==> src/rtl/cordic_pkg.sv <==
// Shared CORDIC definitions: controller states, arctangent table and gain constant.
// The 16-entry table uses a 2^16 = 360 degree angle scale.
package cordic_pkg;

    typedef enum logic [1:0] {
        ST_IDLE = 2'd0,
        ST_ITER = 2'd1,
        ST_DONE = 2'd2
    } state_t;

    // 0.60725 * 2^15, inverse of the accumulated CORDIC gain
    localparam logic [14:0] K = 15'd19898;

    // atan(2^-idx) in angle units
    function automatic logic [15:0] atan_lookup(input logic [3:0] idx);
        logic [15:0] val_s;
        case (idx)
            4'd0:    val_s = 16'd8192;
            4'd1:    val_s = 16'd4836;
            4'd2:    val_s = 16'd2555;
            4'd3:    val_s = 16'd1297;
            4'd4:    val_s = 16'd651;
            4'd5:    val_s = 16'd326;
            4'd6:    val_s = 16'd163;
            4'd7:    val_s = 16'd81;
            4'd8:    val_s = 16'd41;
            4'd9:    val_s = 16'd20;
            4'd10:   val_s = 16'd10;
            4'd11:   val_s = 16'd5;
            4'd12:   val_s = 16'd3;
            4'd13:   val_s = 16'd1;
            4'd14:   val_s = 16'd1;
            4'd15:   val_s = 16'd0;
            default: val_s = 16'd0;
        endcase
        return val_s;
    endfunction

endpackage

==> src/rtl/cordic_addsub.sv <==
// Two's-complement adder/subtractor; sub = 1 computes a - b, otherwise a + b.
module cordic_addsub
    import cordic_pkg::*;
#(
    parameter int W = 18
) (
    input  logic [W-1:0] a,
    input  logic [W-1:0] b,
    input  logic         sub,
    output logic [W-1:0] sum
);

    // Direction-selected add or subtract
    always_comb begin
        if (sub) begin
            sum = a - b;
        end else begin
            sum = a + b;
        end
    end

endmodule

==> src/rtl/cordic_ctrl.sv <==
// Iterative CORDIC engine (rotation / vectoring), one micro-rotation per clock.
// Optional macro CORDIC_GAIN_COMP_EN scales x/y results by K = 0.60725.
module cordic_ctrl
    import cordic_pkg::*;
#(
    parameter int ITERS = 16,
    parameter int DW    = 16
) (
    input  logic          clk,
    input  logic          rst,
    input  logic          start,
    input  logic          mode,
    input  logic          abort,
    input  logic [DW-1:0] x_in,
    input  logic [DW-1:0] y_in,
    input  logic [DW-1:0] z_in,
    output logic          busy,
    output logic          done,
    output logic [DW-1:0] x_res,
    output logic [DW-1:0] y_res,
    output logic [DW-1:0] z_res
);

    localparam int XW = DW + 2;

    state_t               state_r, state_s;
    logic [3:0]           i_r;
    logic signed [XW-1:0] x_r, y_r;
    logic [DW-1:0]        z_r;
    logic                 mode_r, busy_r, done_r;
    logic [DW-1:0]        x_res_r, y_res_r, z_res_r;

    logic                 load_s, finish_s, busy_s, last_s, d_pos_s;
    logic signed [XW-1:0] x_ext_s, y_ext_s, x_ld_s, y_ld_s;
    logic [DW-1:0]        z_ld_s, z_sum_s, atan_s;
    logic signed [XW-1:0] x_shift_s, y_shift_s, x_sum_s, y_sum_s, x_fin_s, y_fin_s;

    // Clamp the widened x/y back into the signed DW range
    function automatic logic [DW-1:0] sat_dw(input logic signed [XW-1:0] v);
        logic [DW-1:0] r;
        if ((v[XW-1:DW-1] == 3'b000) || (v[XW-1:DW-1] == 3'b111)) begin
            r = v[DW-1:0];
        end else if (v[XW-1]) begin
            r = {1'b1, {(DW-1){1'b0}}};
        end else begin
            r = {1'b0, {(DW-1){1'b1}}};
        end
        return r;
    endfunction

`ifdef CORDIC_GAIN_COMP_EN
    // v * K / 2^15 by shift-add; taking the upper bits floors toward -inf
    function automatic logic signed [XW-1:0] gain_comp(input logic signed [XW-1:0] v);
        logic signed [XW+14:0] acc, ext;
        ext = {{15{v[XW-1]}}, v};
        acc = {(XW+15){1'b0}};
        for (int b = 0; b < 15; b++) begin
            if (K[b]) begin
                acc = acc + (ext <<< b);
            end else begin
                acc = acc;
            end
        end
        return acc[XW+14:15];
    endfunction
`endif

    assign last_s = (i_r == 4'(ITERS - 1));

    // Next-state decode; abort outranks completion on the final iteration
    always_comb begin
        state_s  = state_r;
        load_s   = 1'b0;
        finish_s = 1'b0;
        case (state_r)
            ST_IDLE: begin
                if (start) begin
                    state_s = ST_ITER;
                    load_s  = 1'b1;
                end else begin
                    state_s = ST_IDLE;
                end
            end
            ST_ITER: begin
                if (abort) begin
                    state_s = ST_IDLE;
                end else if (last_s) begin
                    state_s  = ST_DONE;
                    finish_s = 1'b1;
                end else begin
                    state_s = ST_ITER;
                end
            end
            ST_DONE: state_s = ST_IDLE;
            default: state_s = ST_IDLE;
        endcase
        busy_s = (state_s == ST_ITER) || (state_s == ST_DONE);
    end

    // Operand load; vectoring with negative x pre-rotates by 180 degrees
    always_comb begin
        x_ext_s = {{2{x_in[DW-1]}}, x_in};
        y_ext_s = {{2{y_in[DW-1]}}, y_in};
        if (mode && x_in[DW-1]) begin
            x_ld_s = -x_ext_s;
            y_ld_s = -y_ext_s;
            z_ld_s = z_in + {1'b1, {(DW-1){1'b0}}};
        end else begin
            x_ld_s = x_ext_s;
            y_ld_s = y_ext_s;
            z_ld_s = z_in;
        end
    end

    // Shifted cross terms, angle step and rotation direction
    always_comb begin
        x_shift_s = x_r >>> i_r;
        y_shift_s = y_r >>> i_r;
        atan_s    = DW'(atan_lookup(i_r));
        if (mode_r) begin
            d_pos_s = y_r[XW-1];
        end else begin
            d_pos_s = ~z_r[DW-1];
        end
    end

    cordic_addsub #(.W(XW)) u_x (.a(x_r), .b(y_shift_s), .sub(d_pos_s),  .sum(x_sum_s));
    cordic_addsub #(.W(XW)) u_y (.a(y_r), .b(x_shift_s), .sub(~d_pos_s), .sum(y_sum_s));
    cordic_addsub #(.W(DW)) u_z (.a(z_r), .b(atan_s),    .sub(d_pos_s),  .sum(z_sum_s));

    // Optional gain compensation ahead of saturation
    always_comb begin
`ifdef CORDIC_GAIN_COMP_EN
        x_fin_s = gain_comp(x_sum_s);
        y_fin_s = gain_comp(y_sum_s);
`else
        x_fin_s = x_sum_s;
        y_fin_s = y_sum_s;
`endif
    end

    // Controller state and registered status outputs
    always_ff @(posedge clk or posedge rst) begin
        if (rst) begin
            state_r <= ST_IDLE;
            busy_r  <= 1'b0;
            done_r  <= 1'b0;
        end else begin
            state_r <= state_s;
            busy_r  <= busy_s;
            done_r  <= finish_s;
        end
    end

    // Iteration datapath; results capture the final micro-rotation directly
    always_ff @(posedge clk or posedge rst) begin
        if (rst) begin
            i_r     <= 4'd0;
            x_r     <= {XW{1'b0}};
            y_r     <= {XW{1'b0}};
            z_r     <= {DW{1'b0}};
            mode_r  <= 1'b0;
            x_res_r <= {DW{1'b0}};
            y_res_r <= {DW{1'b0}};
            z_res_r <= {DW{1'b0}};
        end else begin
            if (load_s) begin
                x_r    <= x_ld_s;
                y_r    <= y_ld_s;
                z_r    <= z_ld_s;
                mode_r <= mode;
                i_r    <= 4'd0;
            end else if (state_r == ST_ITER) begin
                x_r <= x_sum_s;
                y_r <= y_sum_s;
                z_r <= z_sum_s;
                i_r <= i_r + 4'd1;
            end
            if (finish_s) begin
                x_res_r <= sat_dw(x_fin_s);
                y_res_r <= sat_dw(y_fin_s);
                z_res_r <= z_sum_s;
            end
        end
    end

    assign busy  = busy_r;
    assign done  = done_r;
    assign x_res = x_res_r;
    assign y_res = y_res_r;
    assign z_res = z_res_r;

endmodule

==> config.mk <==
export PLATFORM = sky130hd
export DESIGN_NAME = cordic_ctrl
export DESIGN_NICKNAME = d
export VERILOG_FILES = /design/src/rtl/cordic_pkg.sv /design/src/rtl/cordic_addsub.sv /design/src/rtl/cordic_ctrl.sv
export SDC_FILE = /design/constraint.sdc
export NUM_CORES = 1
export LEC_CHECK = 0
export CAP_MARGIN = 30
export CORE_MARGIN = 2
export CORE_UTILIZATION = 45
export CTS_CLUSTER_SIZE = 24
export DETAILED_ROUTE_END_ITERATION = 16
export GPL_TIMING_DRIVEN = 0
export PLACE_DENSITY_LB_ADDON = 0.3
export SETUP_SLACK_MARGIN = 0.5
export SLEW_MARGIN = 15
export SYNTH_ARGS = -nofsm -noshare
export SYNTH_HDL_FRONTEND = slang
export SYNTH_SLANG_ARGS = --single-unit
==> constraint.sdc <==
create_clock -name clk -period 8.3 [get_ports clk]
set_input_delay 1.66 -clock clk [delete_from_list [all_inputs] [get_ports clk]]
set_output_delay 1.66 -clock clk [all_outputs]
set_load 0.01 [all_outputs]
# After elaboration in Yosys (flattened, before gate mapping)
# Memory sizes are Yosys's and may differ from the RTL's.
# Index checks and enable logic that the tools add are counted.
# W data, S select, Z words.
[word_totals] regBits=109 rom_bits=224 in_bits=53 output_inout_bits=50 wordCells=67 mem_count=1
[mem_list] memory="(no name shown)" words=16 width=14 rd=1 rd_clocked_by_memory_dff=0 wr=0 line_no="cordic_pkg.sv:17" rtl="case (idx)"
[op_classes] n_addsub=10 eq_ne=6 n_shift=2 muxes=28 bitwise=1 reduce_logical=8
[op_table] op="$mux W18" n=8
[op_table] op="$mux W16" n=8
[op_table] op="$add A18 B18 Y18" n=2
[op_table] op="$neg A16 Y18" n=2
[op_table] op="$sshr A18 B4 Y18" n=2
[op_table] op="$sub A18 B18 Y18" n=2
[op_table] op="$add A16 B16 Y16" n=1
[op_table] op="$add A16 B16 Y16 const B" n=1
[op_table] op="$sub A16 B16 Y16" n=1
[op_table] op="$mux W4" n=2
[op_table] op="$mux W1" n=7
[op_table] op="$eq A3 B3 Y1 const B" n=2
[op_table] op="$logic_not A3 Y1" n=2
[op_table] op="$add A4 B1 Y4 const B" n=1
[op_table] op="$eq A2 B1 Y1 const B" n=2
[op_table] op="$eq A4 B4 Y1 const B" n=1
[op_table] op="$mux W2" n=2
[op_table] op="$pmux W2 S2" n=1
[op_table] op="$logic_or A1 B1 Y1" n=3
[op_table] op="$eq A2 B2 Y1 const B" n=1
[op_table] op="$logic_not A2 Y1" n=1
[op_table] op="$reduce_bool A2 Y1" n=1
[op_table] op="$logic_and A1 B1 Y1" n=1
[op_table] op="$not A1 Y1" n=1

# Logic depth before layout (Yosys ltp)
# Gate-level depths: netlist of the first run.
[depth] depth_word=6 depth_mapped=26 mapped_depth_nobuf=20

# Modules after synthesis
# A second synthesis of the first run with hierarchy kept.
[unflattened] hier_cells=1291 hier_area_um2=10508.8
[modules_own_cells] mod="cordic_ctrl" n_inst=1 cells_per_inst=815 area_per_inst_um2=7080.5 seq_area_each_um2=2727.6
[modules_own_cells] mod="cordic_addsub at u_x ..." n_inst=2 cells_per_inst=170 area_per_inst_um2=1219.9 seq_area_each_um2=0.0
[modules_own_cells] mod="cordic_addsub at u_z" n_inst=1 cells_per_inst=136 area_per_inst_um2=988.4 seq_area_each_um2=0.0

# Worst setup path before layout of the first run
# OpenSTA, ideal clock, no wires.
[synth_timing] path_kind="register to register" start="register i_r[0]" end="register y_res_r[3] (netlist: y_res[3])" setup_time_ns=0.124 arrival_ns=5.299 t_required_ns=8.176 slack_ns=2.877 stages_incl_launch_ff=23 n_path_buf=4 synth_period_minus_slack_ns=5.423 cell_sequence="dfrtp_1 -> buf_6 -> buf_12 -> mux2_4 -> mux4_2 -> a222oi_1 -> and2_1 -> nand2_1 -> nor4_1 -> a21oi_1 -> xnor2_1 -> ha_1 -> a21oi_1 -> nand2_1 -> o311ai_0 -> a31oi_1 -> or3_1 -> xnor2_1 -> nand3_1 -> and3_1 -> clkbuf_1 -> clkbuf_1 -> a211o_1"
[synth_between] elab_chain_cells=6 elab_cells_between_ends=13 classes_between="2 x add/sub; 2 x eq/ne; 1 x shift; 6 x mux; 2 x reduce/logical"
[synth_rtl] element="start, declared" line_no="cordic_ctrl.sv:27" rtl="logic [3:0] i_r;"
[synth_rtl] element="start signal, assigned" line_no="cordic_ctrl.sv:177" rtl="i_r <= i_r + 4'd1;"
[synth_rtl] element="$sshr A18 B4 Y18" line_no="cordic_ctrl.sv:117" rtl="x_shift_s = x_r >>> i_r;"
[synth_rtl] element="$sub A18 B18 Y18 or $add A18 B18 Y18 (tied branches)" line_no="cordic_addsub.sv:16, cordic_addsub.sv:18"
[synth_rtl] element="$mux W18" line_no="cordic_addsub.sv:15" rtl="if (sub) begin"
[synth_rtl] element="$eq A3 B3 Y1 or $logic_not A3 Y1 (tied branches)" line_no="cordic_ctrl.sv:41" rtl="if ((v[XW-1:DW-1] == 3'b000) || (v[XW-1:DW-1] == 3'b111)) begin"
[synth_rtl] element="$logic_or A1 B1 Y1" line_no="cordic_ctrl.sv:41"
[synth_rtl] element="$mux W16" line_no="cordic_ctrl.sv:41"
[synth_rtl] element="end signal, assigned" line_no="cordic_ctrl.sv:164" rtl="y_res_r <= {DW{1'b0}};"
[synth_rtl] element="end signal, assigned" line_no="cordic_ctrl.sv:181" rtl="y_res_r <= sat_dw(y_fin_s);"
[synth_rtl] element="end, declared" line_no="cordic_ctrl.sv:31" rtl="logic [DW-1:0] x_res_r, y_res_r, z_res_r;"
# Several ways; a longest one is shown, not always the timed one.
# A chain may end at the register's enable or synchronous reset.

# Worst setup path in the final report of the first run
[layout_timing] start="register i_r[2]" end="register y_res_r[4] (netlist: y_res[4])"
# The elaborated chain is that of the path after synthesis.

==> qor.csv, run 1 <==
stage,metric,value,unit
logic_synthesis,Yosys cell types,76,
critical_path,Reg-to-Reg Start,i_r[2],
placement,Final HPWL DP,31000,um
logic_synthesis,Synth Area per Inst,8.42,sq um
timing,Max Freq,145,MHz
logic_synthesis,"top cells by area, synth","dfrtp_1 26%, mux4_2 7.4%, ha_1 7.2%",
logic_synthesis,Synth Instances,1268,
logic_synthesis,Yosys reg bits,109,
timing,period utilization,82.9,%
global_route,initial antenna violation count,0,
logic_synthesis,Post-synth EDFFs,0,
detailed_routing,vias per cell,6.31,
placement,GP Congestion,0.976,
clocking,# Post-CTS Setup Buffers,0,
floorplan,die area,25000,sq um
run_status,status,finished clean,
finish,layout cell share with drive strength beyond 1,8.57,%
timing,"Hold Vio Cnt, Final",0,
finish,fin util,53.1,%
timing,"Worst Setup Slack, final",1420,ps
timing,final setup TNS,0,ps
logic_synthesis,register area share after synthesis,25.6,%
logic_synthesis,cell taking the most area after synthesis,dfrtp_1,
logic_synthesis,top-count cell post-synth,nand2_1,
critical_path,CP max stage delay,640,ps
placement,dpl ws,1680,ps
critical_path,Worst path slowest cell,buf_1,
detailed_routing,First-pass DRT Iterations,5,
clocking,CTS-repair resized insts,0,
global_route,number of global-route vias before repair,10200,
clocking,worst-skew pair later-pin latency,370,ps
finish,fin nets,1500,
clocking,clk slew on worst S/H paths,80,ps
critical_path,critical path arrival,7140,ps
clocking,CTS Hold Buffers Added,0,
critical_path,worst-path fanout max,10,
global_route,first-pass GRT wire length,60400,um
logic_synthesis,Yosys warning total,0,
logic_synthesis,Synth top area share,25.6,%
finish,Finished Layout Cells,1707,
logic_synthesis,"Async S/R FF share, synth",100,%
detailed_routing,final wirelength,39900,um
flow_run,Max-Cap Viols,0,
detailed_routing,ANT nets after route,0,
hold_path,hold_sp,z_res[15],
global_route,largest net degree at the start of global routing,64,
floorplan,Rows,56,
critical_path,"most used cell, CP",clkbuf_1,
timing,Slew HR,32.2,%
clocking,number of buffers created by CTS,9,
timing,measured slew at the worst slew-check pin,1020,ps
logic_synthesis,mapped cell area,10700,sq um
critical_path,Setup CP Type,flop to flop,
timing,max-slew violation count,0,
detailed_routing,Detailed Route Iter0 Violations,1169,
floorplan,Core Box Area,23400,sq um
clocking,Max clock buf depth,2,
finish,n_diodes,0,
clocking,Clock Sinks,109,
timing,min cycle time layout,6880,ps
floorplan,die height,158,um
detailed_routing,via count,10800,
clocking,CTS H-Tree Depth,3,
timing,clock skew,7.29,ps
placement,IO Port Bufs,102,
logic_synthesis,Post-synth top cells,"161 x nand2_1, 109 x dfrtp_1, 100 x nor2_1",
logic_synthesis,ys flop type,dfrtp_1,
global_route,total track usage,32.3,%
floorplan,I/O pin count,103,
floorplan,Initial Util,45.6,%
critical_path,CP Launch Type,flop,
timing,RSZ-0062 raised after global routing,false,
floorplan,Die Wd,158,um
clocking,CTS tree,yes,
placement,dpl cells,1690,
finish,area grow syn2layout,16.4,%
timing,Final setup viols,0,
critical_path,CP cell instances,buf_2 > buf_1 > clkbuf_1 > clkbuf_1 > buf_1 > o22ai_1 > nor4_1 > a21oi_1 > xnor2_1 > ha_1 > a21oi_1 > nand2_1 > o311ai_0 > a31oi_1 > or3_1 > xnor2_1 > nand3_1 > and3_1 > clkbuf_1 > clkbuf_1 > a211o_1,
critical_path,WP data required,8560,ps
detailed_routing,Routed WL per cell,23.4,um
clocking,Root Driver,clkbuf_16,
global_route,"Remaining Overflow, GRT",0,
detailed_routing,# DRC,0,
critical_path,worst setup path start,i_r[2],
logic_synthesis,Mapped Nets,1385,
critical_path,endpoint class of the critical path,flop,
hold_path,min-delay worst type,flop to flop,
[per-layer routing]
| layer | GRT usage (%) | up-vias | routed length [um] |
|---|---|---|---|
| li1 | - | 4857 | - |
| met1 | 43.1 | 5222 | 16500 |
| met2 | 51.9 | 587 | 18100 |
| met3 | 5.26 | 99 | 3550 |
| met4 | 14.1 | 0 | 1860 |
| met5 | 0 | - | 0 |
[critical path, delay by kind of cell, from the launching register on]
family,cells,cell delay [ps]
buffers and inverters,7,2750
AO/OA/AOI/OAI,6,1740
AND/OR/NAND/NOR,5,1200
XOR/XNOR,2,410
adder cells (fa/ha/maj),1,340
flip-flops,1,320
[stage by stage]
| stage | hold slack [ps] | cell area [sq um] |
|---|---|---|
| global route | 514 | 12400 |
| finish | 481 | 12400 |
| floorplan | 456 | 10700 |
| global placement | 461 | 12100 |
| detailed placement | 470 | 12100 |
| CTS | 488 | 12400 |
[flip-flops by register name (all words and copies together), names as in the netlist]
register / cells
mode_r: 1
x_r: 18
i_r: 4
x_res: 16
z_res: 16
z_r: 16
y_res: 16
state_r: 2
done: 1
y_r: 18
busy: 1
[kinds of logic (layout without fill, tap and decap cells)]
logic type / Yosys count / in the layout / synth area share (%)
AOI/OAI and AO/OA: 375 / 375 / 23.1
muxes: 88 / 88 / 12.7
and+or+nand+nor: 400 / 400 / 17.0
adders and majority gates: 64 / 64 / 7.71
DFF: 109 / 109 / 25.6
xor gates and xnor gates: 113 / 113 / 9.27
buffers and inverters: 119 / 239 / 4.62
[area by class of cell]
| type | count | area [sq um] |
|---|---|---|
| plain buffers | 78 | 339 |
| clock buffers | 10 | 239 |
| clock inverters | 6 | 51.3 |
| fillers | 2323 | 11000 |
| inverters | 41 | 159 |
| multi-input cells | 1040 | 7450 |
| flip-flops and latches | 109 | 2730 |
| well taps | 319 | 399 |
| repair buffers | 104 | 1060 |
[worst paths after layout]
check | endpoint | slack, ps | depth (start not counted)
worst max register to register | y_res[4] | 1420 | 21
worst max-delay path | y_res[4] | 1420 | 21
worst min register to register | z_res[15] | 480 | 2
min in group asynchronous | x_res[7] | 1680 | 2
max in group asynchronous | z_r[3] | 5910 | 3
worst min-delay path | z_res[15] | 480 | 2
[cells in the final DEF (no fill, tap or decap), drive strengths merged, types with 25 or more instances in the layout]
master,n
mux2,27
inv,45
o21ai,82
nor3,25
mux2i,26
clkdlybuf4s50,102
nor2,100
clkbuf,60
a21oi,92
dfrtp,109
nand2,161
xor2,47
ha,61
buf,30
mux4,35
xnor2,66
o211ai,29
Power of run 1 is not shown: default switching activity piles up to over one toggle a cycle in this logic, so the estimate is an artifact.
==> run 2, diff against run 1 <==
==> constraint.sdc (replaced) <==
create_clock -name clk -period 6.42 [get_ports clk]
set_input_delay 1.284 -clock clk [delete_from_list [all_inputs] [get_ports clk]]
set_output_delay 1.284 -clock clk [all_outputs]
set_load 0.01 [all_outputs]
==> run 2 against run 1 <==
Worst setup slack worse by 710 ps. Sequential cell count stayed put. First-iteration DRC count is 0.51% lower. Core utilization is 1.4 points higher. Global-route usage is 0.14 points higher. Non-clock buffer count is 14 higher. Final cell count is 0.82% higher. Clock skew is 2.1 ps higher. Wire length is 1.1% higher. Sequential share of layout area is 0.57 points lower.
==> qor.csv, run 2 (synthesized netlist as in run 1, its figures left out) <==
stage,metric,value,unit
critical_path,r2r worst-path depth,24,
timing,Final setup viols,0,
floorplan,die area,25000,sq um
detailed_routing,Detailed Route Iter0 Violations,1163,
placement,Final HPWL DP,31000,um
finish,most frequent cells in the layout,"161 x nand2_1, 109 x dfrtp_1, 102 x clkdlybuf4s50_1",
floorplan,Core Box Area,23400,sq um
finish,area grow syn2layout,19.5,%
finish,n_diodes,0,
critical_path,worst setup path start,i_r[0],
timing,worst hold slack,481,ps
clocking,number of buffers created by CTS,9,
timing,"Hold Vio Cnt, Final",0,
critical_path,WP data required,6730,ps
critical_path,endpoint class of the critical path,flop,
critical_path,critical path depth,24,
detailed_routing,vias per cell,6.25,
critical_path,Setup CP Type,flop to flop,
critical_path,Buffers & Inverters on Critical Path,4,
critical_path,critical path arrival,6020,ps
timing,min cycle time layout,5710,ps
timing,Slew HR,27.0,%
run_status,status,finished clean,
hold_path,Hold Path Cell Cnt,2,
floorplan,die height,158,um
timing,period utilization,89.0,%
global_route,first-pass GRT wire length,60700,um
critical_path,worst-path fanout max,10,
critical_path,CP cell instances,buf_6 > buf_12 > mux2_4 > mux4_2 > a222oi_1 > and2_1 > nand2_1 > nor2_2 > nand2_1 > nor3_4 > nor2_1 > xnor2_1 > ha_1 > and3_1 > a21oi_2 > a31oi_4 > or3_1 > mux2_2 > nor3_2 > a311oi_4 > buf_4 > buf_4 > nor4_1 > a211o_1,
detailed_routing,via count,10700,
floorplan,I/O pin count,103,
critical_path,CP Launch Type,flop,
clocking,CTS H-Tree Depth,3,
detailed_routing,Routed WL per cell,23.5,um
timing,measured slew at the worst slew-check pin,1080,ps
placement,dpl cells,1690,
placement,IO Port Bufs,102,
critical_path,CP max stage delay,550,ps
global_route,total track usage,32.5,%
finish,"commonest non-fill, non-tap cell in the layout",nand2_1,
finish,Finished Layout Cells,1721,
global_route,largest net degree at the start of global routing,64,
global_route,"Remaining Overflow, GRT",0,
finish,Regs by FF count,"x_r x18, y_r x18",
hold_path,min-delay worst type,flop to flop,
timing,RSZ-0062 raised after global routing,false,
timing,max-slew violation count,0,
critical_path,Reg-to-Reg Start,i_r[0],
global_route,initial antenna violation count,0,
clocking,worst-skew pair later-pin latency,370,ps
clocking,Max clock buf depth,2,
floorplan,Die Wd,158,um
global_route,number of global-route vias before repair,10300,
detailed_routing,final wirelength,40400,um
detailed_routing,ANT nets after route,0,
flow_run,Max-Cap Viols,0,
detailed_routing,# DRC,0,
placement,GP Congestion,0.976,
floorplan,Rows,56,
floorplan,Initial Util,45.6,%
timing,clock skew,9.38,ps
finish,layout cell share with drive strength beyond 1,12.3,%
clocking,Clock Sinks,109,
detailed_routing,First-pass DRT Iterations,5,
clocking,Root Driver,clkbuf_16,
finish,fin util,54.5,%
timing,Max Freq,175,MHz
hold_path,hold_sp,z_res[1],
critical_path,Worst path slowest cell,mux4_2,
clocking,clk slew on worst S/H paths,80,ps
clocking,CTS tree,yes,
critical_path,"Largest delay share family, worst path",simple AND/OR/NAND/NOR gates,
finish,fin nets,1514,
==> run 2: worst paths after layout <==
kind                              to  slack, ps
max reg2reg                y_res[14]        710
min in group asynchronous   x_res[7]       1310
min                         z_res[1]        480
min reg2reg                 z_res[1]        480
max in group asynchronous     z_r[3]       4400
max                        y_res[14]        710
==> run 2: cell type report <==
class                      instances  area [sq um]
timing repair buffer             118          1160
tap                              319           399
inverter                          41           159
sequential                       109          2730
fill                            2299         10700
buffer                            78           379
clock buffer                      10           239
multi-input combinational       1040          7630
clock inverter                     6          51.3
==> run 2: metrics by stage <==
stage               setup TNS, ps  setup slack (ps)  cell area (sq um)
floorplan                       0               997              10700
global placement            -2020              -131              12100
detailed placement          -3870              -199              12100
CTS                             0               569              12500
global route                    0               455              12800
finish                          0               708              12800
==> run 2: timing repair <==
action,4_1_cts,5_1_grt
cloned,1,0
buffers inserted,5,8
setup endpoints to repair,36,35
pin swaps,6,14
gates resized for setup,24,37
hold buffers,0,0
hold endpoints to repair,0,0
==> run 2: worst min-delay path, stage by stage (launching register included) <==
cell,delay (ps)
dfrtp_1,350
nand2_1,50
nand2_1,50
==> run 2: metal layers <==
metal | global-route usage (%) | vias up | part of all wire, %
met5 | 0 | - | 0
met4 | 15.0 | 0 | 4.8
met3 | 5.45 | 106 | 8.0
met2 | 51.9 | 547 | 46
met1 | 43.0 | 5202 | 42
li1 | - | 4893 | -
Power of run 2 is left out for the same reason.
